===== config.mk =====
export PLATFORM = sky130hd
export DESIGN_NAME = fp_alu_dispatcher
export DESIGN_NICKNAME = d
export VERILOG_FILES = /design/src/rtl/fp_alu_pkg.sv /design/src/rtl/fp_sync_fifo.sv /design/src/rtl/fp_alu_dispatcher.sv
export SDC_FILE = /design/constraint.sdc
export NUM_CORES = 1
export LEC_CHECK = 0
export BUFFER_PORTS_ARGS = -buffer_cell sky130_fd_sc_hd__buf_2
export CAP_MARGIN = 20
export CORE_MARGIN = 2
export CORE_UTILIZATION = 58
export CTS_CLUSTER_DIAMETER = 40
export DETAILED_ROUTE_END_ITERATION = 12
export PLACE_DENSITY = 0.79
export SLEW_MARGIN = 20
export SYNTH_ARGS = -nofsm -noshare
export SYNTH_HDL_FRONTEND = slang
export SYNTH_HIERARCHICAL = 1
export SYNTH_SLANG_ARGS = --single-unit
export TNS_END_PERCENT = 50

===== constraint.sdc =====
create_clock -name clk_i -period 4.35 [get_ports clk_i]
set_input_delay 0.87 -clock clk_i [delete_from_list [all_inputs] [get_ports clk_i]]
set_output_delay 0.87 -clock clk_i [all_outputs]
set_load 0.005 [all_outputs]

===== src/rtl/fp_alu_pkg.sv =====
// fp_alu_pkg: shared widths, opcodes and default ALU latency for the FP ALU dispatcher
package fp_alu_pkg;
  localparam int   FP_W            = 32;
  localparam logic OP_ADD          = 1'b0;
  localparam logic OP_MUL          = 1'b1;
  localparam int   ALU_LATENCY_DEF = 2;
endpackage


===== src/rtl/fp_sync_fifo.sv =====
// fp_sync_fifo: show-ahead synchronous FIFO with wrap-bit pointers
// Ports: clk_i/rst_ni clock and async active-low reset; push_i/din_i write; pop_i read;
//        dout_o head entry (valid while !empty_o); full_o/empty_o occupancy flags.
// The caller never pushes when full nor pops when empty.
module fp_sync_fifo #(
  parameter int WIDTH = 8,
  parameter int DEPTH = 4
) (
  input  logic             clk_i,
  input  logic             rst_ni,
  input  logic             push_i,
  input  logic             pop_i,
  input  logic [WIDTH-1:0] din_i,
  output logic [WIDTH-1:0] dout_o,
  output logic             full_o,
  output logic             empty_o
);
  localparam int AW = $clog2(DEPTH);
  logic [WIDTH-1:0] mem_q [DEPTH];
  logic [AW:0]      wr_q, rd_q;
  assign empty_o = wr_q == rd_q;
  assign full_o  = (wr_q[AW] != rd_q[AW]) && (wr_q[AW-1:0] == rd_q[AW-1:0]);
  assign dout_o  = mem_q[rd_q[AW-1:0]];
  always_ff @(posedge clk_i or negedge rst_ni)
    if (!rst_ni) begin
      wr_q <= '0;
      rd_q <= '0;
    end else begin
      if (push_i) wr_q <= wr_q + 1'b1;
      if (pop_i)  rd_q <= rd_q + 1'b1;
    end
  always_ff @(posedge clk_i)
    if (push_i) mem_q[wr_q[AW-1:0]] <= din_i;
endmodule


===== src/rtl/fp_alu_dispatcher.sv =====
// fp_alu_dispatcher: credit-based issue stage feeding a fixed-latency FP ALU and returning tagged results
// Ports: req_* tagged operand requests (valid/ready); alu_x/alu_y/alu_op registered ALU operands,
//        alu_op one cycle behind x/y; alu_result/alu_overflow ALU outputs; rsp_* tagged responses
//        (valid/ready, zero when empty); cnt_clr/ovf_count saturating overflow counter; busy activity flag.
module fp_alu_dispatcher import fp_alu_pkg::*; #(
  parameter int DEPTH       = 4,
  parameter int RSP_DEPTH   = 4,
  parameter int TAG_W       = 4,
  parameter int ALU_LATENCY = ALU_LATENCY_DEF
) (
  input  logic             clk_i,
  input  logic             rst_ni,
  input  logic             req_valid_i,
  output logic             req_ready_o,
  input  logic [FP_W-1:0]  req_x_i,
  input  logic [FP_W-1:0]  req_y_i,
  input  logic             req_op_i,
  input  logic [TAG_W-1:0] req_tag_i,
  output logic [FP_W-1:0]  alu_x_o,
  output logic [FP_W-1:0]  alu_y_o,
  output logic             alu_op_o,
  input  logic [FP_W-1:0]  alu_result_i,
  input  logic             alu_overflow_i,
  output logic             rsp_valid_o,
  input  logic             rsp_ready_i,
  output logic [FP_W-1:0]  rsp_result_o,
  output logic             rsp_overflow_o,
  output logic [TAG_W-1:0] rsp_tag_o,
  input  logic             cnt_clr_i,
  output logic [15:0]      ovf_count_o,
  output logic             busy_o
);
  localparam int RW = 2*FP_W + 1 + TAG_W;
  localparam int SW = FP_W + 1 + TAG_W;
  localparam int PS = ALU_LATENCY + 2;
  localparam int CW = $clog2(RSP_DEPTH) + 1;
  logic                      req_full, req_empty, rsp_full, rsp_empty;
  logic [RW-1:0]             req_head;
  logic [SW-1:0]             rsp_head;
  logic [FP_W-1:0]           hx, hy;
  logic                      hop;
  logic [TAG_W-1:0]          htag;
  logic                      issue, rsp_pop, cap, ovf_cap;
  logic [FP_W-1:0]           alu_x_q, alu_y_q;
  logic                      op_q, alu_op_q;
  logic [PS-1:0]             vld_q;
  logic [PS-1:0][TAG_W-1:0]  tag_q;
  logic [CW-1:0]             credit_q, credit_d;
  logic [15:0]               ovf_q, ovf_d;
  assign req_ready_o = rst_ni & ~req_full;
  assign {hx, hy, hop, htag} = req_head;
  // One credit per op between issue and response handshake keeps the response FIFO from overflowing.
  assign issue   = ~req_empty && (credit_q < CW'(RSP_DEPTH));
  assign rsp_valid_o = ~rsp_empty;
  assign rsp_pop = rsp_valid_o & rsp_ready_i;
  assign cap     = vld_q[PS-1];
  assign ovf_cap = cap & alu_overflow_i;
  assign {rsp_result_o, rsp_overflow_o, rsp_tag_o} = rsp_valid_o ? rsp_head : '0;
  assign alu_x_o     = alu_x_q;
  assign alu_y_o     = alu_y_q;
  assign alu_op_o    = alu_op_q;
  assign ovf_count_o = ovf_q;
  assign busy_o      = ~req_empty | (|vld_q) | ~rsp_empty;
  fp_sync_fifo #(.WIDTH(RW), .DEPTH(DEPTH)) u_req_fifo (
    .clk_i   (clk_i),
    .rst_ni  (rst_ni),
    .push_i  (req_valid_i & req_ready_o),
    .pop_i   (issue),
    .din_i   ({req_x_i, req_y_i, req_op_i, req_tag_i}),
    .dout_o  (req_head),
    .full_o  (req_full),
    .empty_o (req_empty)
  );
  fp_sync_fifo #(.WIDTH(SW), .DEPTH(RSP_DEPTH)) u_rsp_fifo (
    .clk_i   (clk_i),
    .rst_ni  (rst_ni),
    .push_i  (cap),
    .pop_i   (rsp_pop),
    .din_i   ({alu_result_i, alu_overflow_i, tag_q[PS-1]}),
    .dout_o  (rsp_head),
    .full_o  (rsp_full),
    .empty_o (rsp_empty)
  );
  always_comb begin
    credit_d = credit_q + CW'(issue) - CW'(rsp_pop);
    ovf_d    = cnt_clr_i ? {15'd0, ovf_cap} : ovf_q + {15'd0, ovf_cap & ~&ovf_q};
  end
  // op_q holds the issued op for one cycle so alu_op trails alu_x/alu_y by one edge.
  always_ff @(posedge clk_i or negedge rst_ni)
    if (!rst_ni) begin
      alu_x_q  <= '0;
      alu_y_q  <= '0;
      op_q     <= 1'b0;
      alu_op_q <= 1'b0;
      vld_q    <= '0;
      tag_q    <= '0;
      credit_q <= '0;
      ovf_q    <= '0;
    end else begin
      alu_x_q  <= issue ? hx : '0;
      alu_y_q  <= issue ? hy : '0;
      op_q     <= issue & hop;
      alu_op_q <= op_q;
      vld_q    <= {vld_q[PS-2:0], issue};
      tag_q    <= {tag_q[PS-2:0], issue ? htag : TAG_W'(0)};
      credit_q <= credit_d;
      ovf_q    <= ovf_d;
    end
  // Credits bound the response FIFO occupancy, so a capture never meets a full FIFO without a pop.
  always_ff @(posedge clk_i)
    if (rst_ni && cap) assert (!rsp_full || rsp_pop);
endmodule


# Word level (Yosys, flattened, before mapping)
# Memories as Yosys holds them, arrays and structs flattened.
# Cells that the tools add are included.
# W data, S select, Z words.
# word_totals
regBits	117
ramBits	424
in_bits	107
out_inout_bits	121
elab_cells	54
n_memories	2
# mem_list
name	words	word_bits	read_ports	rd_clocked_by_memory_dff	write_ports	line	text
u_req_fifo.mem_q	4	69	1	0	1	fp_sync_fifo.sv:19	logic [WIDTH-1:0] mem_q [DEPTH];
u_rsp_fifo.mem_q	4	37	1	0	1	fp_sync_fifo.sv:19	
# classes
n_addsub	7
n_lt_le_gt_ge	1
n_eq_ne	4
n_mux	9
bitwise_logic	11
n_reduce_logical	5
# op_table
cell	n
$mux W32	2
$mux W37	1
$add A16 B1 Y16	1
$mux W16	1
$reduce_and A16 Y1	1
$add A3 B1 Y3 const B	4
$and A1 B1 Y1	6
$eq A3 B3 Y1	2
$mux W1	4
$mux W4	1
$reduce_or A4 Y1	1
$add A3 B1 Y3	1
$lt A3 B3 Y1 const B	1
$not A1 Y1	3
$sub A3 B1 Y3	1
$eq A2 B2 Y1	1
$logic_and A1 B1 Y1	2
$or A1 B1 Y1	2
$logic_not A1 Y1	1
$ne A1 B1 Y1	1

# Longest topological paths before layout
# Gate-level depths: netlist of run 1.
# depth
word_depth	7
mapped_depth	12
ltp_nobuf	10

# Modules after synthesis
# Netlist of run 1, hierarchy kept.
# by_module_without_submodules
module	n_inst	cells_each	area_each_um2
fp_sync_fifo at u_req_fifo	1	391	10380.0
fp_sync_fifo at u_rsp_fifo	1	223	5672.9
fp_alu_dispatcher	1	311	3915.0

# Worst setup path after synthesis of run 1
# OpenSTA, ideal clock, no wires.
# synth_path
path_type	register -> register
start	register u_req_fifo.rd_q[0]
end	memory u_req_fifo/mem_q[3][0] (netlist bit), enable pin
setup_time_ns	0.436
t_arrival_ns	2.998
required_time_ns	3.914
path_slack_ns	0.915
path_stages_with_launch	8
path_buffers	2
path_cell_list	dfrtp_1 > buf_6 > buf_12 > xor2_1 > nor3_1 > nor2b_1 > and2_1 > and2_1
# synth_via
elab_chain_cells	7
# synth_lines
item	line	text
start: declaration	fp_sync_fifo.sv:20	logic [AW:0] wr_q, rd_q;
start signal: assignment	fp_sync_fifo.sv:30	if (pop_i) rd_q <= rd_q + 1'b1;
$eq A2 B2 Y1	fp_sync_fifo.sv:22	assign full_o = (wr_q[AW] != rd_q[AW]) && (wr_q[AW-1:0] == rd_q[AW-1:0]);
$logic_and A1 B1 Y1	fp_sync_fifo.sv:22	
named net req_full	fp_alu_dispatcher.sv:37	logic req_full, req_empty, rsp_full, rsp_empty;
$not A1 Y1	fp_alu_dispatcher.sv:50	assign req_ready_o = rst_ni & ~req_full;
$and A1 B1 Y1	fp_alu_dispatcher.sv:50	
named net req_ready_o	fp_alu_dispatcher.sv:14	output logic req_ready_o,
$and A1 B1 Y1	fp_alu_dispatcher.sv:67	.push_i (req_valid_i & req_ready_o),
$mux W1	fp_sync_fifo.sv:33	if (push_i) mem_q[wr_q[AW-1:0]] <= din_i;
$mux W1 (not written as such)	fp_sync_fifo.sv:33	
end: declaration	fp_sync_fifo.sv:19	
# The timed path passes the listed nets, and every way through them passes these cells.

# Worst setup path after layout of run 1
# layout_path
start	register u_rsp_fifo.rd_q[0]
end	output rsp_result_o[30]
# layout_via
elab_chain_cells	2
# layout_lines
item	line	text
start: declaration	fp_sync_fifo.sv:20	
start signal: assignment	fp_sync_fifo.sv:30	
$mem_v2 Z4 W37	--	
named net rsp_head[35]	fp_alu_dispatcher.sv:39	logic [SW-1:0] rsp_head;
$mux W37	fp_alu_dispatcher.sv:58	assign {rsp_result_o, rsp_overflow_o, rsp_tag_o} = rsp_valid_o ? rsp_head : '0;
end: declaration	fp_alu_dispatcher.sv:26	output logic [FP_W-1:0] rsp_result_o,
# The timed path passes the listed nets, and every way through them passes these cells.

==> results of run 1 <==
[layer usage]
layer / global-route usage / routed length (um) / vias to the layer above
met5: 0 / 78 / -
met4: 0.05158 / 521 / 12
met3: 0.05968 / 2761 / 49
met2: 0.3476 / 18470 / 339
met1: 0.2785 / 14630 / 4806
li1: - / - / 4164
[worst register-to-register path: stages, from the launching register on]
cell,delay [ps]
dfrtp_2,690
xor2_1,220
nor3b_2,70
buf_4,190
nor2b_1,350
ha_1,310
inv_1,60
ha_1,130
inv_1,50
fa_1,370
xnor2_1,200
xnor2_1,140
[power by group through the flow]
stage / registers (W) / logic (W) / clock network (W)
floorplan: 0.00707 / 0.00289 / 0
finish: 0.00707 / 0.00410 / 0.00519
CTS: 0.00708 / 0.00420 / 0.00529
detailed placement: 0.00717 / 0.00417 / 0
global route: 0.00715 / 0.00452 / 0.00551
global placement: 0.00712 / 0.00409 / 0
[through the flow]
stage,total power [W],instances,utilization
floorplan,0.009957,924,-
global placement,0.01121,1570,0.6372
detailed placement,0.01134,1570,0.6372
CTS,0.01658,1682,0.6998
global route,0.01719,1683,0.7006
finish,0.01636,1687,0.7009
[area by class of cell]
cell class / instances / area share
inverter: 12 / 0.001907
clock buffer: 67 / 0.06595
sequential: 541 / 0.6634
clock inverter: 45 / 0.02336
antenna: 4 / 0.0004238
multi-input combinational: 333 / 0.1688
tap: 448 / 0.02373
timing repair buffer: 237 / 0.05239
[path summary, 6_finish.rpt]
path                                     from                  to  slack [ps]  depth (start not counted)
min in group clk_i                   tag_q[6]           tag_q[10]         350                          0
setup / recovery           u_rsp_fifo/rd_q[0]    rsp_result_o[30]         800                          4
max in group asynchronous              rst_ni  u_req_fifo/rd_q[1]        2800                          2
hold reg to reg                      tag_q[6]           tag_q[10]         350                          0
hold / removal                         rst_ni         alu_y_o[16]         210                          1
setup reg to reg           u_rsp_fifo/rd_q[0]         credit_q[2]        1500                         11
[state kept, by name, indices dropped and copies added (netlist names), 4 cells and up]
name and cells:
alu_x_o 32, ovf_count_o 16, alu_y_o 32, tag_q 16
vld_q 4, u_req_fifo/mem_q 276, u_rsp_fifo/mem_q 148
==> results.sh, run 1 <==
export IMPL_gp_congestion=0.7124
export IMPL_crit_chain="buf_4 -> mux4_2 -> nor2b_1 -> buf_2"
export IMPL_cts_max_level=2
export IMPL_end_kind="primary output"
export IMPL_drc=0
export IMPL_p_int_w=0.01177
export IMPL_status="complete, no violations"
export IMPL_hold_violations=0
export IMPL_cts_tree="yes"
export IMPL_grt_pass1_wl_um=56220
export IMPL_dp_slack_ps=1140
export IMPL_grt_usage=0.2093
export IMPL_worstHoldPathType="primary input to async pin"
export IMPL_vias_per_cell=5.554
export IMPL_die_area_sq_mm=0.03592
export IMPL_row_count=67
export IMPL_grt_antenna_before_repair=9
export IMPL_nets=1306
export IMPL_ctsHoldBuffers=0
export IMPL_ys_warnings_count=6
export IMPL_ios=228
export IMPL_vias=9370
export IMPL_tns_ps=0
export IMPL_mostFrequentLayoutCell="edfxtp_1"
export IMPL_p_clk_frac=0.317
export IMPL_grt_pass1_vias=9821
export IMPL_finalWirelength_um=36470
export IMPL_grt_max_degree=74
export IMPL_critical_path_max_stage_delay_ps=690
export IMPL_core_area_sq_mm=0.03370
export IMPL_clk_latency_ps=620
export IMPL_setup_viol=0
export IMPL_grt_overflow_total=0
export IMPL_fmax_mhz=281.5
export IMPL_fillers=2065
export IMPL_synth_avg_cell_area_sq_um=21.60
export IMPL_drv_cap=0
export IMPL_vdd_ir_drop_max_v=0.0004790
export IMPL_p_sw_frac=0.2808
export IMPL_slew_violations=0
export IMPL_dieHeight_um=189.5
export IMPL_syn_inst=924
export IMPL_powerDensity_mw_per_mm2=692.6
export IMPL_cp_top_family="flip-flops"
export IMPL_drive_gt1_frac=0.3773
export IMPL_initial_core_util=0.5924
export IMPL_placed_area_sq_mm=0.02147
export IMPL_drt_initial_drc_count=735
export IMPL_syn_area_sq_mm=0.01996
export IMPL_maxSlewHeadroom=0.2746
export IMPL_cts_root_buf="clkbuf_16"
export IMPL_worstPathBufferInverterCount=2
export IMPL_area_growth_syn_to_layout_pct=18.32
export IMPL_ff_latch_area_sq_mm=0.01567
export IMPL_routedWlPerCell_um=21.62
export IMPL_cellLeakagePower_nw=8.794
export IMPL_worst_pin_slew_ps=1088
export IMPL_fin_crit_sh=0.8167
export IMPL_layout_common_cells="edfxtp_1, buf_2, dfrtp_1"
export IMPL_cp_data_arrival_time_ps=2680
export IMPL_timing_hold_ws_ps=211.8
export IMPL_post_cts_setup_buffers=0
export IMPL_pwr_share_comb=0.251
export IMPL_postCtsResizedCells=0
export IMPL_antenna_left=0
export IMPL_rsz0062_at_grt="no"
export IMPL_power_share_sequential=0.432
export IMPL_clock_skew_ps=32.20
export IMPL_numCtsBuffers=59
export IMPL_fin_area_sq_mm=0.02362
export IMPL_drt_pass1_iter_count=6
export IMPL_fin_ws_ps=797.3
export IMPL_cts_buffer_depth=3
export IMPL_period_needed_ps=3553
export IMPL_critical_path_class="flip-flop to primary output"
export IMPL_syn_num_nets=1046
export IMPL_crit_required_ps=3480
export IMPL_port_buffers=227
export IMPL_startpoint_type="flip-flop"
export IMPL_clkTransAtPathRegs_ps=70
export IMPL_place_hpwl_um=20510
export IMPL_cts_sinks=541
export IMPL_fp_dieW_um=189.5
export IMPL_multiInputGateArea_sq_mm=0.003988
export IMPL_p_switching_w=0.004593
export IMPL_slowest_stage="dfrtp_2"
export IMPL_crit_fanout=25
Note: power is estimated with default switching activity, not from simulation.
==> run 2: changes to the inputs <==
==> constraint.sdc (replaced) <==
create_clock -name clk_i -period 3.5 [get_ports clk_i]
set_input_delay 0.7 -clock clk_i [delete_from_list [all_inputs] [get_ports clk_i]]
set_output_delay 0.7 -clock clk_i [all_outputs]
set_load 0.005 [all_outputs]
==> results.sh, run 2 (synthesized netlist as in run 1, its figures left out) <==
export IMPL_fin_area_sq_mm=0.02352
export IMPL_fp_dieW_um=189.5
export IMPL_cts_buffer_depth=3
export IMPL_gp_congestion=0.7200
export IMPL_powerDensity_mw_per_mm2=847.1
export IMPL_fillers=2082
export IMPL_ios=228
export IMPL_placed_cells=1576
export IMPL_vias=9453
export IMPL_layout_common_cells="edfxtp_1, buf_2, dfrtp_1"
export IMPL_cts_root_buf="clkbuf_16"
export IMPL_reg2regPathDepth=6
export IMPL_cts_max_level=2
export IMPL_clkTransAtPathRegs_ps=60
export IMPL_routedWlPerCell_um=22.08
export IMPL_cts_sinks=541
export IMPL_vias_per_cell=5.587
export IMPL_hold_path_depth=1
export IMPL_grt_pass1_wl_um=57600
export IMPL_grt_usage=0.2131
export IMPL_period_needed_ps=3162
export IMPL_finalWirelength_um=37360
export IMPL_drt_initial_drc_count=672
export IMPL_fin_cells=1692
export IMPL_place_hpwl_um=21390
export IMPL_worstHoldPathType="primary input to flip-flop"
export IMPL_post_cts_setup_buffers=0
export IMPL_r2r_start="u_req_fifo/rd_q[1]"
export IMPL_end_kind="primary output"
export IMPL_crit_required_ps=2800
export IMPL_die_area_sq_mm=0.03592
export IMPL_fin_crit_sh=0.9033
export IMPL_whs_endpoint="u_req_fifo/mem_q[1][14]"
export IMPL_largest_reg_flops=276
export IMPL_cts_tree="yes"
export IMPL_rrSetupSlack_ps=700
export IMPL_nets=1310
export IMPL_clk_latency_ps=590
export IMPL_port_buffers=227
export IMPL_slew_violations=0
export IMPL_total_power_w=0.01992
export IMPL_fmax_mhz=316.3
export IMPL_postCtsResizedCells=0
export IMPL_rsz0062_at_grt="no"
export IMPL_worst_pin_slew_ps=1078
export IMPL_min_from="req_y_i[9]"
export IMPL_initial_core_util=0.5924
export IMPL_grt_antenna_before_repair=10
export IMPL_drive_gt1_frac=0.3748
export IMPL_grt_pass1_vias=9970
export IMPL_setup_viol=0
export IMPL_vdd_ir_drop_max_v=0.0005407
export IMPL_r2r_end="u_req_fifo/mem_q[1][3]"
export IMPL_mostFrequentLayoutCell="edfxtp_1"
export IMPL_crit_fanout=39
export IMPL_antenna_left=0
export IMPL_numCtsBuffers=58
export IMPL_status="complete, no violations"
export IMPL_dieHeight_um=189.5
export IMPL_drt_pass1_iter_count=4
export IMPL_maxSlewHeadroom=0.2816
export IMPL_drc=0
export IMPL_clock_skew_ps=23.01
export IMPL_placed_area_sq_mm=0.02157
export IMPL_tns_ps=0
export IMPL_area_growth_syn_to_layout_pct=17.81
export IMPL_drv_cap=0
export IMPL_timing_hold_ws_ps=320.0
export IMPL_critical_path_class="flip-flop to primary output"
export IMPL_row_count=67
export IMPL_core_area_sq_mm=0.03370
export IMPL_ctsHoldBuffers=0
export IMPL_cp_data_arrival_time_ps=2460
export IMPL_grt_overflow_total=0
export IMPL_grt_max_degree=72
export IMPL_cellLeakagePower_nw=8.760
export IMPL_startpoint_type="flip-flop"
export IMPL_hold_violations=0
-- run 2: critical path, cell delays in order, from the launching register on --
cell	delay, ps
dfrtp_2	360
buf_4	580
mux4_2	620
nor2b_1	160
buf_2	140
-- run 2: how the worst max path moves through the flow --
stage	cells past startpoint	to	slack [ps]	startpoint
2_1_floorplan	7	u_req_fifo/mem_q[3][0]	70	u_req_fifo/rd_q[0]
3_3_place_gp	5	u_req_fifo/mem_q[1][3]	790	rst_ni
3_5_place_dp	6	u_req_fifo/mem_q[1][14]	760	u_req_fifo/rd_q[1]
4_1_cts	4	rsp_result_o[23]	250	u_rsp_fifo/rd_q[0]
5_1_grt	4	rsp_result_o[31]	160	u_rsp_fifo/rd_q[0]
6_report	4	rsp_result_o[23]	340	u_rsp_fifo/rd_q[0]
-- run 2: where the power goes --
part           switching (W)  internal [W]
logic                0.00269       0.00249
clock network        0.00251       0.00348
registers           0.000413       0.00834
total                0.00561        0.0143
-- run 2: layer usage --
layer	vias to the layer above	track usage	share of wire
li1	4174	-	-
met1	4898	0.2884	0.41
met2	306	0.3485	0.50
met3	65	0.05524	0.068
met4	10	0.06231	0.019
met5	-	0	0.0016
-- run 2: area by class of cell --
cell class / instances / area, sq um / share of cell area
Antenna cell: 6 / 15.01 / 0.0006384
Clock buffer: 74 / 1582 / 0.06725
Clock inverter: 36 / 352.8 / 0.01500
Inverter: 12 / 45.04 / 0.001915
Multi-Input combinational cell: 333 / 3988 / 0.1696
Sequential cell: 541 / 15670 / 0.6663
Tap cell: 448 / 560.5 / 0.02383
Timing Repair Buffer: 242 / 1305 / 0.05549
-- run 2: per-stage QoR --
step | setup WS [ps] | utilization
4_1_cts | 246.8 | 0.6974
2_1_floorplan | 65.37 | -
6_report | 338.4 | 0.6979
3_5_place_dp | 756.6 | 0.6400
5_1_grt | 159.3 | 0.6976
3_3_place_gp | 793.7 | 0.6400
